File: src/rtl/rr_mux_n_1_pkg.sv
// Shared constants and helpers for the round-robin N-to-1 stream mux.
// DEF_N / DEF_WIDTH are shared with the 1-to-N demux so that the mux's
// out_sel width always matches the demux select width.
package rr_mux_n_1_pkg;

  // Ceiling log2 for elaboration-time width derivation (clog2(1) = 0).
  function automatic int clog2(input int v);
    int r;
    r = 0;
    while ((1 << r) < v) r++;
    return r;
  endfunction

  localparam int DEF_N     = 16;
  localparam int DEF_WIDTH = 8;
  localparam int DEF_SEL_W = clog2(DEF_N);

endpackage

File: src/rtl/rr_mux_n_1_arbiter.sv
// rr_arbiter_n: combinational round-robin grant.
// Ports:
//   req        - per-lane request vector
//   ptr        - highest-priority lane index (always < N)
//   en         - qualifies the one-hot grant; gnt_idx/any are unqualified
//   gnt_onehot - one-hot grant, zero when en=0 or no request
//   gnt_idx    - index of the first requesting lane at or after ptr (wrapping)
//   any        - at least one lane is requesting
module rr_arbiter_n
  import rr_mux_n_1_pkg::*;
#(
  parameter int N     = DEF_N,
  parameter int SEL_W = clog2(N)
) (
  input  logic [N-1:0]     req,
  input  logic [SEL_W-1:0] ptr,
  input  logic             en,
  output logic [N-1:0]     gnt_onehot,
  output logic [SEL_W-1:0] gnt_idx,
  output logic             any
);

  always_comb begin
    int idx;
    gnt_onehot = '0;
    gnt_idx    = '0;
    any        = 1'b0;
    idx        = 0;
    // Walk ptr, ptr+1, ... with an explicit wrap at N so non-power-of-two
    // lane counts never search past the last real lane.
    for (int k = 0; k < N; k++) begin
      idx = int'(ptr) + k;
      if (idx >= N) idx = idx - N;
      if (!any && req[idx]) begin
        any     = 1'b1;
        gnt_idx = idx[SEL_W-1:0];
      end
    end
    if (en && any) gnt_onehot[gnt_idx] = 1'b1;
  end

endmodule

File: src/rtl/rr_mux_n_1.sv
// rr_mux_n_1: round-robin N-to-1 valid/ready stream multiplexer with a
// one-entry registered output tagged by source lane index.
// Ports:
//   clk, rst          - clock, asynchronous active-high reset
//   in_data/in_valid  - N packed lanes, lane i at [i*WIDTH +: WIDTH]
//   in_ready          - per-lane accept, one-hot or zero (combinational)
//   out_data/out_sel  - registered word and its source lane
//   out_valid         - registered output valid
//   out_ready         - downstream accept
module rr_mux_n_1
  import rr_mux_n_1_pkg::*;
#(
  parameter int N     = DEF_N,
  parameter int SEL_W = clog2(N),
  parameter int WIDTH = DEF_WIDTH
) (
  input  logic               clk,
  input  logic               rst,
  input  logic [N*WIDTH-1:0] in_data,
  input  logic [N-1:0]       in_valid,
  output logic [N-1:0]       in_ready,
  output logic [WIDTH-1:0]   out_data,
  output logic [SEL_W-1:0]   out_sel,
  output logic               out_valid,
  input  logic               out_ready
);

  logic [SEL_W-1:0] r_ptr;
  logic [WIDTH-1:0] r_out_data;
  logic [SEL_W-1:0] r_out_sel;
  logic             r_out_valid;

  logic             w_load_en;
  logic             w_any;
  logic [N-1:0]     w_gnt_onehot;
  logic [SEL_W-1:0] w_gnt_idx;
  logic [SEL_W-1:0] w_ptr_next;
  logic [WIDTH-1:0] w_gnt_data;

  // Load whenever the output slot is empty or draining this cycle, so a
  // simultaneous drain and load leaves no bubble.
  assign w_load_en = (!r_out_valid || out_ready) && w_any;

  rr_arbiter_n #(
    .N     (N),
    .SEL_W (SEL_W)
  ) u_arb (
    .req        (in_valid),
    .ptr        (r_ptr),
    .en         (w_load_en),
    .gnt_onehot (w_gnt_onehot),
    .gnt_idx    (w_gnt_idx),
    .any        (w_any)
  );

  // Reset is asynchronous, so in_ready must be masked combinationally too.
  assign in_ready   = rst ? '0 : w_gnt_onehot;
  assign w_gnt_data = in_data[int'(w_gnt_idx)*WIDTH +: WIDTH];
  assign w_ptr_next = (w_gnt_idx == SEL_W'(N-1)) ? '0 : w_gnt_idx + 1'b1;

  always_ff @(posedge clk or posedge rst) begin
    if (rst) begin
      r_ptr       <= '0;
      r_out_data  <= '0;
      r_out_sel   <= '0;
      r_out_valid <= 1'b0;
    end else if (w_load_en) begin
      r_ptr       <= w_ptr_next;
      r_out_data  <= w_gnt_data;
      r_out_sel   <= w_gnt_idx;
      r_out_valid <= 1'b1;
    end else if (r_out_valid && out_ready) begin
      r_out_valid <= 1'b0;
    end
  end

  assign out_data  = r_out_data;
  assign out_sel   = r_out_sel;
  assign out_valid = r_out_valid;

endmodule

File: config.mk
export PLATFORM = sky130hd
export DESIGN_NAME = rr_mux_n_1
export DESIGN_NICKNAME = d
export VERILOG_FILES = /design/src/rtl/rr_mux_n_1_pkg.sv /design/src/rtl/rr_mux_n_1_arbiter.sv /design/src/rtl/rr_mux_n_1.sv
export SDC_FILE = /design/constraint.sdc
export NUM_CORES = 1
export LEC_CHECK = 0
export ABC_AREA = 1
export BUFFER_PORTS_ARGS = -buffer_cell sky130_fd_sc_hd__buf_2
export CAP_MARGIN = 20
export CORE_UTILIZATION = 54
export DETAILED_ROUTE_END_ITERATION = 6
export PLACE_DENSITY = 0.89
export SKIP_LAST_GASP = 1
export SYNTH_ARGS = -nofsm -noshare
export SYNTH_HDL_FRONTEND = slang
export SYNTH_SLANG_ARGS = --single-unit
File: constraint.sdc
create_clock -name clk -period 7.1 [get_ports clk]
set_input_delay 1.775 -clock clk [delete_from_list [all_inputs] [get_ports clk]]
set_output_delay 1.775 -clock clk [all_outputs]
set_load 0.1 [all_outputs]
==> summary.txt, run 1 <==
Routing
  • Vias per inst: approximately 5.7
  • Pre-antenna DRT Iters: 6
  • ANT nets after route: 0
  • DR DRC count: 0
  • Wire per inst: approximately 14 um
  • Total wire length: roughly 15 mm
  • Vias: 5,880
  • Starting DRC count in detailed routing: roughly 810

Clock tree
  • Clock slew at reported path FFs: 0.07 ns
  • Worst-Skew Late Latency: around 0.26 ns
  • H-tree Lvls: 1
  • PostCTS Resize Cnt: 0
  • Sink Count: 17
  • CTS tree: done
  • CTS hold repair buffers: 0
  • Buffer depth of the longest clock path: 2
  • Inserted Clock Buffers: 3
  • Setup bufs post-CTS: 0
  • Root Driver: clkbuf_8

Floorplan
  • Die area: 0.00786 mm2
  • I/O Pins: ~180
  • Initial Util: 0.559
  • Die Y: around 90 um
  • Die width: 88.6 um
  • Core Rows: 31
  • Core footprint: between 0.007 and 0.008 mm2

Final layout
  • Post-Route Utilization: 0.727
  • Area growth, synth to finish: 30.2%
  • Share of layout cells above drive strength 1: 0.251
  • Nets@finish: between 1,000 and 1,500
  • N_diodes: 0

Setup path
  • Crit path capture type: primary output
  • Critical path type: in -> out
  • Critical Path RT: 5.33 ns
  • Largest fanout on the critical path: 7
  • Worst path arrival time: 4.88 ns
  • Worst setup SP type: input port

STA
  • Slew HR: 0.384
  • Final setup fails: 0
  • RSZ-0062 raised after global routing: no
  • Crit path time final: between 6 and 7 ns
  • Worst Tran Pin Value: roughly 0.9 ns
  • Highest clock rate: approximately 150 MHz
  • Tcrit/Tclk final: 0.938
  • Hold Vio Cnt, Final: 0
  • Max-slew violation count: 0
  • Skew final: approximately 0.0021 ns
  • Fin worst setup slack: 0.441 ns

Global routing
  • Initial antenna violation count: 0
  • Overflow after GRT: 0
  • Vias in the first global route: roughly 5,000
  • Global Route Usage Sum: 0.373
  • Largest net degree at the start of global routing: 45
  • First-pass GRT wire length: 23.0 mm

Synthesis
  • Ys async rst share: 1.00
  • Sequential share of the synthesized area: 0.105
  • Avg Inst Size Synth: around 5.2 um2
  • Post-synth top area share: 0.290
  • Yosys warns: 0
  • Syn Nets: 933
  • Mapped Cells: between 700 and 800
  • Top cells by count, synth: nand2_1 (258), nand3_1 (235), nor2_1 (84)
  • Synth area leaders: nand3_1 (29%), nand2_1 (24%), dfrtp_1 (10%)
  • Synth cell types: 36
  • Leading area contributor after synthesis: nand3_1
  • Mapped Area: between 0.004 and 0.005 mm2
  • Synth Flop Type: dfrtp_1
  • Register bit total from synthesis: 17
  • EDFF count, synth: 0
  • Count leader, synth: nand2_1

Placement
  • Final Wtd Congestion: about 1
  • PortBufs: between 150 and 200
  • Setup WS pre-CTS: approximately 0.58 ns
  • HPWL Detailed: ~12 mm

Worst hold path
  • HP Class: reg -> reg

Run
  • MaxCap Viol Count: 0

Status
  • Status: finished, final reports clean
-- sequential cells by signal, indices dropped and copies added (netlist names) --
signal,flops
out_data,8
r_ptr,4
out_valid,1
out_sel,4
-- layer usage --
layer  vias up  global-route usage  routed length (um)
li1       2881                   -                   -
met1      2564               0.475                5810
met2       385               0.615                6950
met4         0               0.151                 531
met5         -                   0                   0
met3        50              0.0784                1640
-- kinds of logic after synthesis --
logic type / Yosys count / share of synthesized area
buffers and inverters: 95 / 0.108
and+or+nand+nor: 612 / 0.687
xor gates and xnor gates: 9 / 0.0213
adders and majority gates: 11 / 0.0340
DFF: 17 / 0.105
AOI/OAI and AO/OA: 31 / 0.0448
-- cells in the final DEF (no fill, tap or decap), drive strengths merged --
master	n
a21oi	5
a22oi	1
a31o	1
a31oi	2
buf	195
clkbuf	3
clkinvlp	1
dfrtp	17
ha	11
inv	58
nand2	262
nand3	239
nand4	17
nor2	92
nor3	2
o21a	2
o21ai	19
o31ai	1
xnor2	2
xor2	7
-- path summary, 6_finish.rpt --
kind	from	cells after the start	slack (ns)	endpoint
max in group asynchronous	rst	2	5.07	out_data[7]$_DFFE_PP0P_
worst min-delay path	out_data[4]$_DFFE_PP0P_	2	0.48	out_data[4]$_DFFE_PP0P_
min in group asynchronous	rst	2	1.61	out_sel[3]$_DFFE_PP0P_
worst max register to register	r_ptr[2]$_DFFE_PP0P_	22	2.43	out_data[0]$_DFFE_PP0P_
worst max-delay path	in_valid[3]	20	0.44	in_ready[15]
worst min register to register	out_data[4]$_DFFE_PP0P_	2	0.48	out_data[4]$_DFFE_PP0P_
-- cell type report --
cell class                 count  area, um2
clock buffer                   3       41.3
clock inverter                 1       7.51
sequential                    17        425
fill                         644       1980
inverter                      58        220
tap                           99        124
timing repair buffer         195       1270
multi-input combinational    663       3190
-- stage by stage --
stage	cells	hold WS (ns)	instance area (um2)	TNS (ns)
after floorplan	775	0.677	4050	-0.114
after global placement	1032	0.460	5230	0
after detailed placement	1032	0.461	5230	0
after CTS	1036	0.480	5280	0
after global routing	1036	0.519	5280	0
final	1036	0.477	5280	0
-- critical path: stages --
cell and delay, ns:
buf_2 0.11, nand2_1 0.08, nand3_1 0.10, nand3_1 0.10, nand2_1 0.11, o21ai_1 0.33, inv_1 0.17, nor2_4 0.19
nand4_2 0.11, nor2_2 0.16, nand4_1 0.13, nor2_1 0.15, nand4_1 0.19, nand3_2 0.17, nand2_4 0.07, inv_2 0.12
ha_1 0.23, nand2_1 0.14, nor2_1 0.22, buf_12 0.21
Power of run 1 is left out: the tool's default activity adds up to more than one toggle a clock period on the data nets, which glitch-free logic cannot reach.
==> run 2, diff against run 1 <==
Settings changed: CORE_UTILIZATION 54 to 50, PLACE_DENSITY 0.89 to 0.81, SYNTH_HIERARCHICAL set to 1.
==> summary.txt, run 2 <==
STA
  • Crit path time final: approximately 6.6 ns
  • Highest clock rate: ~150 MHz
  • Sum of negative setup slack: 0 ns
  • Tcrit/Tclk final: 0.935
  • Hold Vio Cnt, Final: 0
  • Final setup fails: 0
  • Max-slew violation count: 0
  • RSZ-0062 raised after global routing: no
  • Slew HR: 0.490
  • Skew final: around 0.0008 ns
  • Worst Tran Pin Value: roughly 0.76 ns

Global routing
  • Overflow after GRT: 0
  • Grt peak-use layer: met2
  • Largest net degree at the start of global routing: between 50 and 60
  • Initial antenna violation count: 0
  • Met1 Use GR: 0.365
  • Global Route Usage Sum: 0.300
  • Met3 Usage GRT: 0.0199
  • Met2 global-route usage: 0.556
  • First-pass GRT wire length: between 20 and 25 mm
  • Vias in the first global route: roughly 5,700

Synthesis
  • Sequential share of the synthesized area: 0.0908
  • Synth area leaders: nand2_1 (28%), nand3_1 (20%), inv_1 (14%)
  • Mapped Area: around 0.0047 mm2
  • Count leader, synth: nand2_1
  • Syn Nets: between 1,000 and 1,500
  • Synth Flop Type: dfrtp_1
  • Ys async rst share: 1.00
  • Top cells by count, synth: nand2_1 (351), nand3_1 (188), inv_1 (177)
  • Synth cell types: 37
  • Leading area contributor after synthesis: nand2_1
  • Yosys warns: 6
  • Post-synth top area share: 0.281
  • Mapped Cells: between 900 and 1,000
  • Register bit total from synthesis: 17
  • Avg Inst Size Synth: just under 5 um2
  • EDFF count, synth: 0

Setup path
  • Crit path max-delay family: simple AND/OR/NAND/NOR gates
  • Crit path top cell by count: nor2_1
  • Critical path cell sequence: buf_2 > nand2_1 > nand3_1 > nand3_1 > nand2_1 > inv_1 > o21ai_0 > inv_1 > nand4_4 > nor2_4 > nand2_1 > nor2_1 > nor2_1 > nand3_1 > nor2_1 > nand3_2 > inv_2 > nand2_1 > nor2_1 > inv_1 > nor2_1 > buf_2
  • Critical path type: in -> out
  • CP peak stage delay: between 0.5 and 0.6 ns
  • CP Buf/Inv Count: 6
  • Largest fanout on the critical path: 6
  • Worst setup SP type: input port
  • Critical Path RT: between 5 and 6 ns
  • Worst path arrival time: between 4 and 5 ns
  • CP max-delay cell: o21ai_0
  • Crit path capture type: primary output

Placement
  • Placed cells: between 1,000 and 1,500
  • PortBufs: 175
  • Final Wtd Congestion: approximately 1
  • HPWL Detailed: between 10 and 15 mm

Floorplan
  • Core Rows: 34
  • Die area: around 0.0098 mm2
  • I/O Pins: roughly 180
  • Core footprint: slightly below 0.009 mm2
  • Die width: ~99 um
  • Initial Util: 0.527
  • Die Y: between 90 and 100 um

Final layout
  • Area growth, synth to finish: 22.3%
  • N_diodes: 0
  • Max reg flops: 8
  • Most frequent cells in the layout: nand2_1 (351), nand3_1 (188), inv_1 (177), buf_2 (167), nor2_1 (88)
  • Final Non-Filler Cells: approximately 1,200
  • Nets@finish: 1,264
  • Share of layout cells above drive strength 1: 0.208
  • Most common cell after layout, fill and taps aside: nand2_1

Clock tree
  • Setup bufs post-CTS: 0
  • CTS tree: done
  • CTS hold repair buffers: 0
  • Worst-Skew Late Latency: roughly 0.25 ns
  • Buffer depth of the longest clock path: 2
  • Root Driver: clkbuf_8
  • Inserted Clock Buffers: 3
  • PostCTS Resize Cnt: 0
  • Clock slew at reported path FFs: around 0.060 ns
  • H-tree Lvls: 1
  • Sink Count: 17

Routing
  • Starting DRC count in detailed routing: ~420
  • Wire per inst: 12.0 um
  • DR DRC count: 0
  • Vias per inst: between 5 and 6
  • Total wire length: roughly 15 mm
  • Vias: roughly 6,200
  • ANT nets after route: 0
  • Pre-antenna DRT Iters: 5

Worst hold path
  • HP Class: reg -> reg

Run
  • MaxCap Viol Count: 0

Status
  • Status: finished, final reports clean
-- run 2: routing by layer --
| metal | vias up | wire [um] |
|---|---|---|
| met5 | - | 0 |
| met4 | 0 | 380 |
| met3 | 34 | 927 |
| met2 | 271 | 7210 |
| met1 | 2705 | 6080 |
| li1 | 3205 | - |
-- run 2: kinds of logic (layout without fill, tap and decap cells) --
| logic type | Yosys count | count (layout) | synth area share |
|---|---|---|---|
| AOI/OAI and AO/OA | 19 | 19 | 0.0280 |
| xor gates and xnor gates | 8 | 8 | 0.0166 |
| adders and majority gates | 8 | 8 | 0.0214 |
| buffers and inverters | 223 | 381 | 0.203 |
| DFF | 17 | 17 | 0.0908 |
| and+or+nand+nor | 675 | 675 | 0.640 |
-- run 2: worst paths after layout --
kind | start | to | slack [ns] | cells past startpoint
max | in_valid[4] | in_ready[0] | 0.46 | 22
min | out_sel[0]$_DFFE_PP0P_ | out_sel[0]$_DFFE_PP0P_ | 0.48 | 2
max reg2reg | r_ptr[2]$_DFFE_PP0P_ | out_data[6]$_DFFE_PP0P_ | 1.95 | 25
min reg2reg | out_sel[0]$_DFFE_PP0P_ | out_sel[0]$_DFFE_PP0P_ | 0.48 | 2
max in group asynchronous | rst | out_data[6]$_DFFE_PP0P_ | 4.97 | 2
min in group asynchronous | rst | out_sel[0]$_DFFE_PP0P_ | 1.73 | 2
-- run 2: stage by stage --
step	hold slack [ns]	worst slack, ns	utilization	cell area (um2)
after detailed placement	0.473	0.530	0.640	5690
after floorplan	0.450	0.236	-	4690
after global routing	0.520	0.141	0.645	5730
final	0.483	0.462	0.645	5730
after global placement	0.461	0.614	0.640	5690
after CTS	0.489	0.526	0.645	5730
-- run 2: layout make-up --
class	instances	area [um2]
repair buffers	191	1120
flip-flops and latches	17	425
well taps	108	135
multi-input cells	710	3310
inverters	186	702
clock buffers	4	45.0
fillers	914	3160
-- run 2: worst register-to-register path, cell delays in order (launching register included) --
cell,delay [ns]
dfrtp_1,0.77
inv_2,0.25
ha_1,0.35
inv_1,0.26
nand3_1,0.12
nand2_1,0.09
inv_1,0.06
o21ai_0,0.52
inv_1,0.21
nand3b_1,0.22
inv_1,0.09
nor3_1,0.26
nand2_1,0.08
nor2_1,0.11
nand3_1,0.10
nand2_2,0.14
clkinv_2,0.12
buf_4,0.26
inv_4,0.44
nand2_1,0.16
nand3_1,0.11
nand2_1,0.06
nand2_1,0.05
nand2_1,0.06
nand2_1,0.06
nand3_1,0.07
Power of run 2 is left out for the same reason.
==> run 3, diff against run 2 <==
Settings changed: CORE_MARGIN set to 2.
==> summary.txt, run 3 (synthesis results as in run 2) <==
Clock tree
  • Inserted Clock Buffers: 3
  • Buffer depth of the longest clock path: 2
  • CTS hold repair buffers: 0
  • Clock slew at reported path FFs: about 0.07 ns
  • Worst-Skew Late Latency: 0.25 ns
  • Setup bufs post-CTS: 0
  • CTS tree: done
  • Sink Count: 17
  • PostCTS Resize Cnt: 0
  • Root Driver: clkbuf_8
  • H-tree Lvls: 1

STA
  • Slew HR: 0.476
  • Hold Vio Cnt, Final: 0
  • RSZ-0062 raised after global routing: no
  • Smallest hold slack: 0.495 ns
  • Crit path time final: 6.58 ns
  • Max-slew violation count: 0
  • Final setup fails: 0
  • Skew final: 0.00219 ns
  • Tcrit/Tclk final: 0.927
  • Worst Tran Pin Value: 0.783 ns
  • Sum of negative setup slack: 0 ns
  • Highest clock rate: 152 MHz

Setup path
  • Reg2Reg Depth: 24
  • Largest fanout on the critical path: 7
  • Worst path arrival time: slightly below 5 ns
  • Critical path type: in -> out
  • Crit path capture type: primary output
  • Reg2Reg Setup Slack: 2.20 ns
  • Critical Path RT: 5.33 ns
  • Worst setup SP type: input port
  • Reg2reg start: r_ptr[2]$_DFFE_PP0P_
  • RR Endpoint: out_data[5]$_DFFE_PP0P_
  • Critical path startpoint: in_valid[3]
  • Worst setup path end: in_ready[8]

Placement
  • Final Wtd Congestion: between 0.9 and 1
  • Placed cells: ~1,200
  • HPWL Detailed: 11.6 mm
  • PortBufs: about 180

Routing
  • Wire per inst: around 12 um
  • ANT nets after route: 0
  • Total wire length: 14.5 mm
  • Vias per inst: between 5 and 6
  • DR DRC count: 0
  • Starting DRC count in detailed routing: between 300 and 400
  • Pre-antenna DRT Iters: 5
  • Vias: 6,172

Final layout
  • Most common cell after layout, fill and taps aside: nand2_1
  • Max reg flops: 8
  • Share of layout cells above drive strength 1: 0.208
  • Final Non-Filler Cells: roughly 1,200
  • Area growth, synth to finish: 24.0%
  • N_diodes: 0
  • Nets@finish: roughly 1,300
  • Most frequent cells in the layout: nand2_1 (351), nand3_1 (188), inv_1 (177), buf_2 (161), nor2_1 (88)

Floorplan
  • I/O Pins: between 150 and 200
  • Die area: between 0.01 and 0.015 mm2
  • Die Y: roughly 100 um
  • Initial Util: 0.512
  • Die width: approximately 100 um
  • Core footprint: 0.00915 mm2
  • Core Rows: 35

Global routing
  • First-pass GRT wire length: ~24 mm
  • Vias in the first global route: around 5,400
  • Initial antenna violation count: 0
  • Global Route Usage Sum: 0.283
  • Largest net degree at the start of global routing: approximately 80
  • Overflow after GRT: 0

Status
  • Status: finished, final reports clean

Run
  • MaxCap Viol Count: 0

Worst hold path
  • HP Class: reg -> reg
[run 3: changes by cell type in the layout (fill, tap and decap cells not counted)]
| cell | change |
|---|---|
| buf_4 | -2 |
| buf_12 | +6 |
| buf_2 | -6 |
| clkbuf_1 | -1 |
| clkinv_2 | +1 |
[run 3: metal layers]
metal  vias up  share of wire  track usage
met1      2664           0.41        0.372
met2       270           0.49        0.486
met5         -              0            0
met3        31          0.078       0.0312
met4         0          0.024       0.0864
li1       3207              -            -
[run 3: critical path, cell delays in order]
cell     delay (ns)
buf_2          0.11
nand2_1        0.07
nand3_1        0.11
nand3_1        0.12
nand2_1        0.09
nand2_1        0.10
nand2_2        0.15
nor2_8         0.17
nand4_4        0.14
nor2_8         0.17
nand4_4        0.12
nor2_4         0.16
nand4_2        0.14
nor3_2         0.24
nand3_1        0.14
nand3_2        0.20
nand3_2        0.13
nor2_1         0.11
inv_1          0.05
nor2_1         0.07
buf_2          0.43
[run 3: layout make-up]
class / count / area, um2
clock buffers: 3 / 41.3
inverters: 186 / 702
clock inverters: 1 / 5.00
fillers: 913 / 3340
well taps: 111 / 139
flip-flops and latches: 17 / 425
multi-input cells: 710 / 3310
repair buffers: 189 / 1190
[run 3: worst min path at each step]
stage | start | endpoint | slack, ns | depth (start not counted)
floorplan | r_ptr[3]$_DFFE_PP0P_ | r_ptr[3]$_DFFE_PP0P_ | 0.45 | 2
global placement | out_sel[1]$_DFFE_PP0P_ | out_sel[1]$_DFFE_PP0P_ | 0.46 | 2
detailed placement | out_data[6]$_DFFE_PP0P_ | out_data[6]$_DFFE_PP0P_ | 0.48 | 2
CTS | out_data[1]$_DFFE_PP0P_ | out_data[1]$_DFFE_PP0P_ | 0.50 | 2
global route | out_sel[0]$_DFFE_PP0P_ | out_sel[0]$_DFFE_PP0P_ | 0.51 | 2
finish | out_data[6]$_DFFE_PP0P_ | out_data[6]$_DFFE_PP0P_ | 0.49 | 2
[run 3: metrics by stage]
| step | instance area [um2] | util | setup slack (ns) |
|---|---|---|---|
| floorplan | 4690 | - | 0.236 |
| global placement | 5770 | 0.630 | 0.632 |
| detailed placement | 5770 | 0.630 | 0.574 |
| CTS | 5810 | 0.635 | 0.566 |
| global route | 5810 | 0.635 | 0.105 |
| finish | 5810 | 0.635 | 0.517 |
Power of run 3 is left out for the same reason.
